$ cat src/rtl/wb_arb_pkg.sv
// rtl/wb_arb_pkg.sv - shared types and constants for the Wishbone RAM arbiter
//
// Purpose: arbiter FSM state encoding, Wishbone B3 cycle-type tags and the
// index-width helper used by the arbiter and its round-robin picker.
// Ports: none (package).

package wb_arb_pkg;

  typedef enum logic [1:0] {
    ST_IDLE  = 2'd0,
    ST_BUSY  = 2'd1,
    ST_ABORT = 2'd2
  } arb_state_e;

  // Wishbone B3 cycle type identifiers
  localparam logic [2:0] CTI_CLASSIC = 3'b000;
  localparam logic [2:0] CTI_INCR    = 3'b010;
  localparam logic [2:0] CTI_END     = 3'b111;

  // Width of an encoded master index; a single bit is kept even for one master
  // so that index signals never collapse to zero width.
  function automatic int idx_width(input int n);
    return (n > 1) ? $clog2(n) : 1;
  endfunction

endpackage

$ cat src/rtl/wb_arb_rr_pick.sv
// rtl/wb_arb_rr_pick.sv - combinational round-robin request picker
//
// Purpose: selects the first active request at or after a priority pointer,
// searching upward and wrapping at N. Reusable for any shared slave.
// Ports:
//   req   in  N   request vector, bit i = requester i
//   ptr   in  IW  index searched first
//   gnt   out N   one-hot pick (all zero when nothing requests)
//   idx   out IW  encoded pick (0 when nothing requests)
//   valid out 1   at least one request present

module wb_arb_rr_pick
  import wb_arb_pkg::*;
#(
  parameter int N  = 2,
  parameter int IW = idx_width(N)
) (
  input  logic [N-1:0]  req,
  input  logic [IW-1:0] ptr,
  output logic [N-1:0]  gnt,
  output logic [IW-1:0] idx,
  output logic          valid
);

  logic [N-1:0] rot;
  logic [IW:0]  sum;

  always_comb begin
    // Rotate so that bit 0 of rot is the requester at ptr; the first set bit
    // of rot is then the winner, at distance k from ptr.
    rot   = N'({req, req} >> ptr);
    valid = 1'b0;
    sum   = '0;
    for (int k = 0; k < N; k++) begin
      if (!valid && rot[k]) begin
        valid = 1'b1;
        sum   = {1'b0, ptr} + (IW+1)'(k);
      end
    end
    if (sum >= (IW+1)'(N)) begin
      sum = sum - (IW+1)'(N);
    end
    idx = sum[IW-1:0];
    gnt = valid ? (N'(1) << idx) : '0;
  end

endmodule

$ cat src/rtl/wb_ram_arbiter.sv
// rtl/wb_ram_arbiter.sv - round-robin Wishbone B3 arbiter in front of main RAM
//
// Purpose: shares one Wishbone slave (the main RAM) between NUM_MASTERS bus
// masters. The grant is held for the whole bus cycle (bursts and RMW stay
// atomic); a watchdog aborts cycles stalled for TIMEOUT cycles with an error.
// Ports:
//   wb_clk_i, wb_rst_ni          clock, asynchronous active-low reset
//   m_adr_i/m_dat_i/m_sel_i      per-master address, write data, byte selects
//   m_we_i/m_cyc_i/m_stb_i       per-master controls (one bit per master)
//   m_cti_i/m_bte_i              per-master burst tags
//   m_dat_o                      slave read data, broadcast to all masters
//   m_ack_o/m_err_o              per-master termination
//   s_*_o                        granted master's request towards the slave
//   s_dat_i/s_ack_i/s_err_i      slave response
//   grant_o                      one-hot current owner

module wb_ram_arbiter
  import wb_arb_pkg::*;
#(
  parameter int NUM_MASTERS = 2,
  parameter int AW          = 32,
  parameter int DW          = 32,
  parameter int TIMEOUT     = 256
) (
  input  logic                      wb_clk_i,
  input  logic                      wb_rst_ni,
  input  logic [NUM_MASTERS*AW-1:0] m_adr_i,
  input  logic [NUM_MASTERS*DW-1:0] m_dat_i,
  input  logic [NUM_MASTERS*4-1:0]  m_sel_i,
  input  logic [NUM_MASTERS-1:0]    m_we_i,
  input  logic [NUM_MASTERS-1:0]    m_cyc_i,
  input  logic [NUM_MASTERS-1:0]    m_stb_i,
  input  logic [NUM_MASTERS*3-1:0]  m_cti_i,
  input  logic [NUM_MASTERS*2-1:0]  m_bte_i,
  output logic [DW-1:0]             m_dat_o,
  output logic [NUM_MASTERS-1:0]    m_ack_o,
  output logic [NUM_MASTERS-1:0]    m_err_o,
  output logic [AW-1:0]             s_adr_o,
  output logic [DW-1:0]             s_dat_o,
  output logic [3:0]                s_sel_o,
  output logic                      s_we_o,
  output logic                      s_cyc_o,
  output logic                      s_stb_o,
  output logic [2:0]                s_cti_o,
  output logic [1:0]                s_bte_o,
  input  logic [DW-1:0]             s_dat_i,
  input  logic                      s_ack_i,
  input  logic                      s_err_i,
  output logic [NUM_MASTERS-1:0]    grant_o
);

  localparam int N  = NUM_MASTERS;
  localparam int IW = idx_width(N);

  arb_state_e    state;
  logic [N-1:0]  grant;
  logic [IW-1:0] grant_idx;
  logic [IW-1:0] ptr;
  logic [31:0]   wdt;

  logic [N-1:0]  pick_gnt;
  logic [IW-1:0] pick_idx;
  logic          pick_valid;

  logic          busy;
  logic          aborting;
  logic [IW-1:0] ptr_next;
  logic          stall;
  logic          expire;

  // Granted master's request, selected by the registered index.
  logic [AW-1:0] g_adr;
  logic [DW-1:0] g_dat;
  logic [3:0]    g_sel;
  logic          g_we;
  logic          g_cyc;
  logic          g_stb;
  logic [2:0]    g_cti;
  logic [1:0]    g_bte;

  wb_arb_rr_pick #(
    .N  (N),
    .IW (IW)
  ) u_pick (
    .req   (m_cyc_i),
    .ptr   (ptr),
    .gnt   (pick_gnt),
    .idx   (pick_idx),
    .valid (pick_valid)
  );

  always_comb begin
    g_adr = '0;
    g_dat = '0;
    g_sel = '0;
    g_we  = 1'b0;
    g_cyc = 1'b0;
    g_stb = 1'b0;
    g_cti = CTI_CLASSIC;
    g_bte = '0;
    for (int i = 0; i < N; i++) begin
      if (grant_idx == IW'(i)) begin
        g_adr = m_adr_i[i*AW +: AW];
        g_dat = m_dat_i[i*DW +: DW];
        g_sel = m_sel_i[i*4 +: 4];
        g_we  = m_we_i[i];
        g_cyc = m_cyc_i[i];
        g_stb = m_stb_i[i];
        g_cti = m_cti_i[i*3 +: 3];
        g_bte = m_bte_i[i*2 +: 2];
      end
    end
  end

  assign busy     = (state == ST_BUSY);
  assign aborting = (state == ST_ABORT);

  // Control lines are only driven in BUSY; IDLE, ABORT and reset all present
  // an idle bus to the slave. Address and data are don't-care without stb.
  assign s_adr_o = g_adr;
  assign s_dat_o = g_dat;
  assign s_sel_o = busy ? g_sel : 4'h0;
  assign s_we_o  = busy & g_we;
  assign s_cyc_o = busy & g_cyc;
  assign s_stb_o = busy & g_stb;
  assign s_cti_o = busy ? g_cti : CTI_CLASSIC;
  assign s_bte_o = busy ? g_bte : 2'b00;

  assign m_dat_o = s_dat_i;
  assign m_ack_o = busy ? (grant & {N{s_ack_i}}) : '0;
  // During the single ABORT cycle the owner is terminated with an error.
  assign m_err_o = busy ? (grant & {N{s_err_i}}) : (aborting ? grant : '0);
  assign grant_o = grant;

  assign ptr_next = (grant_idx == IW'(N - 1)) ? '0 : grant_idx + 1'b1;
  assign stall    = s_stb_o & ~s_ack_i & ~s_err_i;
  // A termination in the expiring cycle clears stall, so ack beats the abort.
  assign expire   = (TIMEOUT != 0) && stall && (wdt == 32'(TIMEOUT - 1));

  always_ff @(posedge wb_clk_i or negedge wb_rst_ni) begin
    if (!wb_rst_ni) begin
      state     <= ST_IDLE;
      grant     <= '0;
      grant_idx <= '0;
      ptr       <= '0;
      wdt       <= '0;
    end else begin
      case (state)
        ST_IDLE: begin
          wdt <= '0;
          if (pick_valid) begin
            grant     <= pick_gnt;
            grant_idx <= pick_idx;
            state     <= ST_BUSY;
          end
        end
        ST_BUSY: begin
          if (!g_cyc) begin
            ptr   <= ptr_next;
            grant <= '0;
            wdt   <= '0;
            state <= ST_IDLE;
          end else if (expire) begin
            wdt   <= '0;
            state <= ST_ABORT;
          end else if (stall && (TIMEOUT != 0)) begin
            wdt <= wdt + 32'd1;
          end else begin
            wdt <= '0;
          end
        end
        ST_ABORT: begin
          ptr   <= ptr_next;
          grant <= '0;
          wdt   <= '0;
          state <= ST_IDLE;
        end
        default: begin
          grant <= '0;
          state <= ST_IDLE;
        end
      endcase
    end
  end

endmodule

$ cat config.mk
export PLATFORM = sky130hd
export DESIGN_NAME = wb_ram_arbiter
export DESIGN_NICKNAME = d
export VERILOG_FILES = /design/src/rtl/wb_arb_pkg.sv /design/src/rtl/wb_arb_rr_pick.sv /design/src/rtl/wb_ram_arbiter.sv
export SDC_FILE = /design/constraint.sdc
export NUM_CORES = 1
export LEC_CHECK = 0
export ABC_AREA = 0
export BUFFER_PORTS_ARGS = -buffer_cell sky130_fd_sc_hd__buf_2
export CAP_MARGIN = 20
export CORE_AREA = 8 8 111 113
export CTS_BUF_LIST = sky130_fd_sc_hd__clkbuf_4 sky130_fd_sc_hd__clkbuf_8 sky130_fd_sc_hd__clkbuf_16
export DETAILED_ROUTE_END_ITERATION = 16
export DIE_AREA = 0 0 119 121
export PLACE_DENSITY = 0.71
export SLEW_MARGIN = 20
export SYNTH_ARGS = -nofsm -noshare
export SYNTH_HDL_FRONTEND = slang
export SYNTH_HIERARCHICAL = 1
export SYNTH_SLANG_ARGS = --single-unit
$ cat constraint.sdc
create_clock -name wb_clk_i -period 2.4 [get_ports wb_clk_i]
set_input_delay 0.12 -clock wb_clk_i [delete_from_list [all_inputs] [get_ports wb_clk_i]]
set_output_delay 0.12 -clock wb_clk_i [all_outputs]
set_load 0.1 [all_outputs]
Word level (Yosys, flattened, before mapping):

Cells that the tools add are included.

* register bits: 38
* latch bits: 0
* bits in writable memories: 0
* memory bits (read-only): 0
* input bits: 188
* logic and storage cells: 71
* memories kept: 0

* add/sub/neg operators: 4
* multiply operators: 0
* divide/modulo/power cells: 0
* $lt $le $gt $ge: 1
* equal/unequal tests: 6
* shift operators: 2
* multiplexer cells: 33
* bitwise operators: 9
* reductions and logical operators: 11

Operators with widths (number)
* $mux W32: 5
* $pmux W32 S2: 1
* $add A32 B1 Y32 const B: 1
* $eq A32 B8 Y1 const B: 1
* $mux W2: 11
* $mux W1: 9
* $mux W4: 2
* $pmux W2 S2: 2
* $reduce_and A2 Y1: 4
* $mux W3: 2
* $and A1 B1 Y1: 5
* $and A2 B2 Y2: 2
* $ne A2 B2 Y1 const B: 2
* $reduce_bool A2 Y1: 2
* $shr A4 B1 Y2: 1
* $ne A3 B3 Y1 const B: 1
* $add A1 B1 Y2 const B: 1
* $eq A2 B1 Y1 const B: 1
* $eq A2 B2 Y1 const B: 1
* $ge A2 B2 Y1 const B: 1
* $logic_and A1 B1 Y1: 2
* $logic_not A2 Y1: 1
* $not A1 Y1: 2
* $pmux W1 S2: 1
* other kinds (5): 5

Longest topological paths before layout:

* word-level depth: 10
* gate-level depth with buffers: 8
* gate-level depth less buffers: 6

By module:

Netlist, hierarchy kept.

Modules (own cells, without submodules)
* wb_ram_arbiter: times used 1, cells each 369, area each 3353.2 um2
* wb_arb_rr_pick: times used 1, cells each 5, area each 32.5 um2

Worst setup path before layout:

OpenSTA, ideal clock, no wires.

* path type: register -> output
* from: register grant_idx
* to: output s_bte_o[0]
* arrival: 2.568 ns
* required time: 2.280 ns
* path slack: -0.288 ns
* stages on the path, launching flop included: 6
* buffers on the path: 3
* cell sequence: dfrtp_1 -> buf_4 -> clkbuf_1 -> clkbuf_1 -> mux2i_1 -> nor2_1

* longest elaborated chain between the ends: 2

Ends and longest elaborated chain
* from (decl): RTL line wb_ram_arbiter.sv:57 `logic [IW-1:0] grant_idx;`
* from (signal assigned): RTL line wb_ram_arbiter.sv:153 `grant_idx <= pick_idx;`
* $mux W2: RTL line wb_ram_arbiter.sv:102 `if (grant_idx == IW'(i)) begin`
* $mux W2: RTL line wb_ram_arbiter.sv:127 `assign s_bte_o = busy ? g_bte : 2'b00;`
* to (decl): RTL line wb_ram_arbiter.sv:45 `output logic [1:0] s_bte_o,`

Every way passes these cells.

Worst setup path in the final report:

* from: register wdt[25]
* to: register wdt[23]

* longest elaborated chain between the ends: 5

Ends and longest elaborated chain
* from (decl): RTL line wb_ram_arbiter.sv:59 `logic [31:0] wdt;`
* from (signal assigned): RTL line wb_ram_arbiter.sv:167 `wdt <= wdt + 32'd1;`
* $eq A32 B8 Y1: RTL line wb_ram_arbiter.sv:138 `assign expire = (TIMEOUT != 0) && stall && (wdt == 32'(TIMEOUT - 1));`
* $logic_and A1 B1 Y1: RTL line wb_ram_arbiter.sv:138
* $mux W32: RTL line wb_ram_arbiter.sv:163 `end else if (expire) begin`
* $mux W32: RTL line wb_ram_arbiter.sv:158 `if (!g_cyc) begin`
* $pmux W32 S2: RTL line wb_ram_arbiter.sv:148 `case (state)`

Every way passes these cells.
A chain may end at the register's enable or synchronous reset.

==> run_results.csv <==
group,metric,value,unit
status,status,"finished clean",
logic_synthesis,synthDistinctLibCells,43,
layout,final_cell_mix,"buf_2 (226), mux2_2 (68), dfrtp_1 (37), nand2_1 (27), a31oi_1 (26)",
timing,tightest_slew,0.857,ns
drt,dr_total_vias,3795,
global_routing,antenna_found_initial,0,
logic_synthesis,async_reset_ff_share,100,%
logic_synthesis,synth_edf_count,0,
logic_synthesis,synth_top_family_by_area,"multiplexers",
flow_run,maxCapViolations,0,
timing,fin_worst_skew,0.00830,ns
logic_synthesis,yosysWarnings,6,
timing,min_period_over_period,87.2,%
setup_path,cp_max_fo,20,
drt,via_per_inst,5.29,
timing,period_minus_slack,2.09,ns
layout,area_growth,39.5,%
layout,layout-drive-gt1-share,58.9,%
die,die_x,119,µm
drt,drc,0,
global_routing,grt_pass1_vias,3888,
timing,setup_ws,0.307,ns
setup_path,cp_cell_sequence,"or4_4 > nor4_4 > a21oi_4 > buf_4 > o221ai_1 > o21ai_0",
setup_path,crit_type,"reg2reg",
drt,drtAntennaViolNets,0,
logic_synthesis,syn_avg_cell_area,9.05,µm²
layout,fillCellCount,1054,
pwr,p_leak,2.30,nW
clock_tree,numCtsBuffers,5,
drt,drt_iter0_markers,179,
worst_hold_path,hold_path.class,"in2out",
layout,fin_cells,717,
die,ios,302,
timing,fmax,0.478,GHz
timing,tns,0,ns
logic_synthesis,yosys-top-cells-area,"dfrtp_1 (28%), mux2_2 (23%), buf_4 (7.3%)",
timing,setup_viol,0,
setup_path,critPathArrivalTime,2.27,ns
drt,first_pass_iters,4,
placed_design,dp_cells,708,
timing,slew_violations,0,
layout,fin_area,4720,µm²
die,die_area,14400,µm²
die,start_util,31.9,%
clock_tree,cts.clk_slew.worst_paths,0.08,ns
drt,wl,16.5,mm
setup_path,cp.buffers_inverters,1,
clock_tree,cts_tree,"yes",
placed_design,dp_hpwl,14.3,mm
logic_synthesis,synth-simple-area-share,18.2,%
logic_synthesis,synth-seq-cells,38,
clock_tree,cts_buffer_depth,2,
clock_tree,clock_sinks,38,
die,coreArea,10600,µm²
global_routing,grt_overflow,0,
drt,post_drt_wl_per_cell,23.1,µm
logic_synthesis,synth.largest_area_cell,"dfrtp_1",
logic_synthesis,yosysSeqAreaShare,28.1,%
layout,multiInputGateArea,2090,µm²
pwr,peakVddDrop,0.00160,V
die,row_count,38,
setup_path,crit_slowest_cell,"or4_4",
setup_path,slowest_delay,0.56,ns
timing,hold_viol_final,0,
logic_synthesis,synth_flop_cell,"dfrtp_1",
logic_synthesis,syn-instance-count,374,
logic_synthesis,synth_nets,563,
layout,n_antenna_cell,0,
logic_synthesis,synth.cell_area,3390,µm²
logic_synthesis,netlist.area_leader.share,28.1,%
global_routing,grt_max_degree,77,
setup_path,end_kind,"flop",
layout,final_common_cell,"buf_2",
pwr,powerDensity,1400,nW/µm²
die,die_h,121,µm
placed_design,post_dp_cell_area,4600,µm²
timing,relSlewSlack,42.9,%
clock_tree,cts-htree-levels,2,
placed_design,place_congestion,1.04,
global_routing,grt_pass1_wl,23.8,mm
setup_path,cp-start-kind,"flop",
logic_synthesis,synth_compound_area_share,15.1,%
logic_synthesis,synthAdderAreaFrac,0.370,%
layout,nets,765,
placed_design,dpl_worst_slack,0.313,ns
setup_path,critPathTopFamily,"simple AND/OR/NAND/NOR gates",
clock_tree,cts-root-buf,"clkbuf_8",
timing,rsz0062_at_grt,"false",
clock_tree,cts-resized-gates,0,
logic_synthesis,synth_xor_area_share,0,%
pwr,total_power,6.61,mW
placed_design,port_buffers,237,
layout,regArea,955,µm²
global_routing,track_usage,21.7,%
setup_path,required,2.58,ns
logic_synthesis,synthMuxAreaShare,27.4,%
clock_tree,clk_latency,0.30,ns
registers in the layout, indices dropped and copies added (netlist names):
name	count
grant_o	2
grant_idx	1
ptr	1
state	2
wdt	32
worst reg2reg max path, cell delays in order, from the launching register on:
cell and delay [ns]:
dfrtp_1 0.44, or4_4 0.56, nor4_4 0.32, a21oi_4 0.12
buf_4 0.21, o221ai_1 0.21, o21ai_0 0.12
through the flow:
stage	utilization (%)	hold WS [ns]
2_1_floorplan	-	-0.176
3_3_place_gp	43.4	0.241
3_5_place_dp	43.4	0.241
4_1_cts	44.5	0.241
5_1_grt	44.5	0.240
6_report	44.5	0.240
logic make-up (layout without fill, tap and decap cells):
logic type / Yosys count / count (layout)
AOI/OAI and AO/OA: 79 / 79
adders and majority gates: 1 / 1
buffers and inverters: 58 / 261
DFF: 38 / 38
muxes: 84 / 84
and+or+nand+nor: 114 / 114
power breakdown:
part           leakage, nW  internal (mW)  switching [mW]
Sequential           0.521          0.688          0.0631
Clock               0.0579          0.306           0.241
Combinational         1.72           1.08            4.23
Total                 2.30           2.08            4.53
per-layer routing:
| metal | wire length (µm) | track usage, % | part of all wire (%) | vias up |
|---|---|---|---|---|
| met2 | 7570 | 34.5 | 46 | 246 |
| met1 | 7090 | 28.8 | 43 | 1773 |
| met5 | 0 | 0 | 0 | - |
| met4 | 87 | 3.08 | 0.53 | 0 |
| li1 | - | - | - | 1768 |
| met3 | 1790 | 6.93 | 11 | 8 |
cells in the mapped netlist (4+ instances only):
cell / n
a21oi_1: 19
a22o_1: 4
a31oi_1: 26
a41oi_1: 7
and2_1: 5
and3_1: 11
and4_1: 4
buf_4: 33
clkbuf_1: 13
dfrtp_1: 38
inv_1: 5
mux2_2: 68
mux2i_1: 15
nand2_1: 27
nand2b_1: 5
nand3_1: 14
nand4_1: 9
nor2_1: 21
nor4_1: 5
o21ai_0: 12
worst paths after layout:
| check | startpoint | endpoint | slack, ns | depth (start not counted) |
|---|---|---|---|---|
| worst max-delay path | wdt[25] | wdt[23] | 0.31 | 6 |
| worst min-delay path | s_dat_i[25] | m_dat_o[25] | 0.24 | 0 |
| worst max register to register | wdt[25] | wdt[23] | 0.31 | 6 |
| worst min register to register | wdt[20] | wdt[20] | 0.51 | 1 |
| max in group asynchronous | wb_rst_ni | grant_idx | 1.29 | 2 |
| min in group asynchronous | wb_rst_ni | wdt[28] | 0.46 | 2 |
layout make-up:
type	instances	area share, %
clock buffer	5	1.46
clock inverter	3	0.848
inverter	5	0.397
multi-input combinational	278	44.3
sequential	38	20.2
tap	140	3.71
timing repair buffer	248	29.1
timing repair:
action                                 CTS  global route
setup buffers                            0             0
hold buffers                             1             0
endpoints found under the hold margin   38             0
Note: power is estimated with default switching activity, not from simulation.
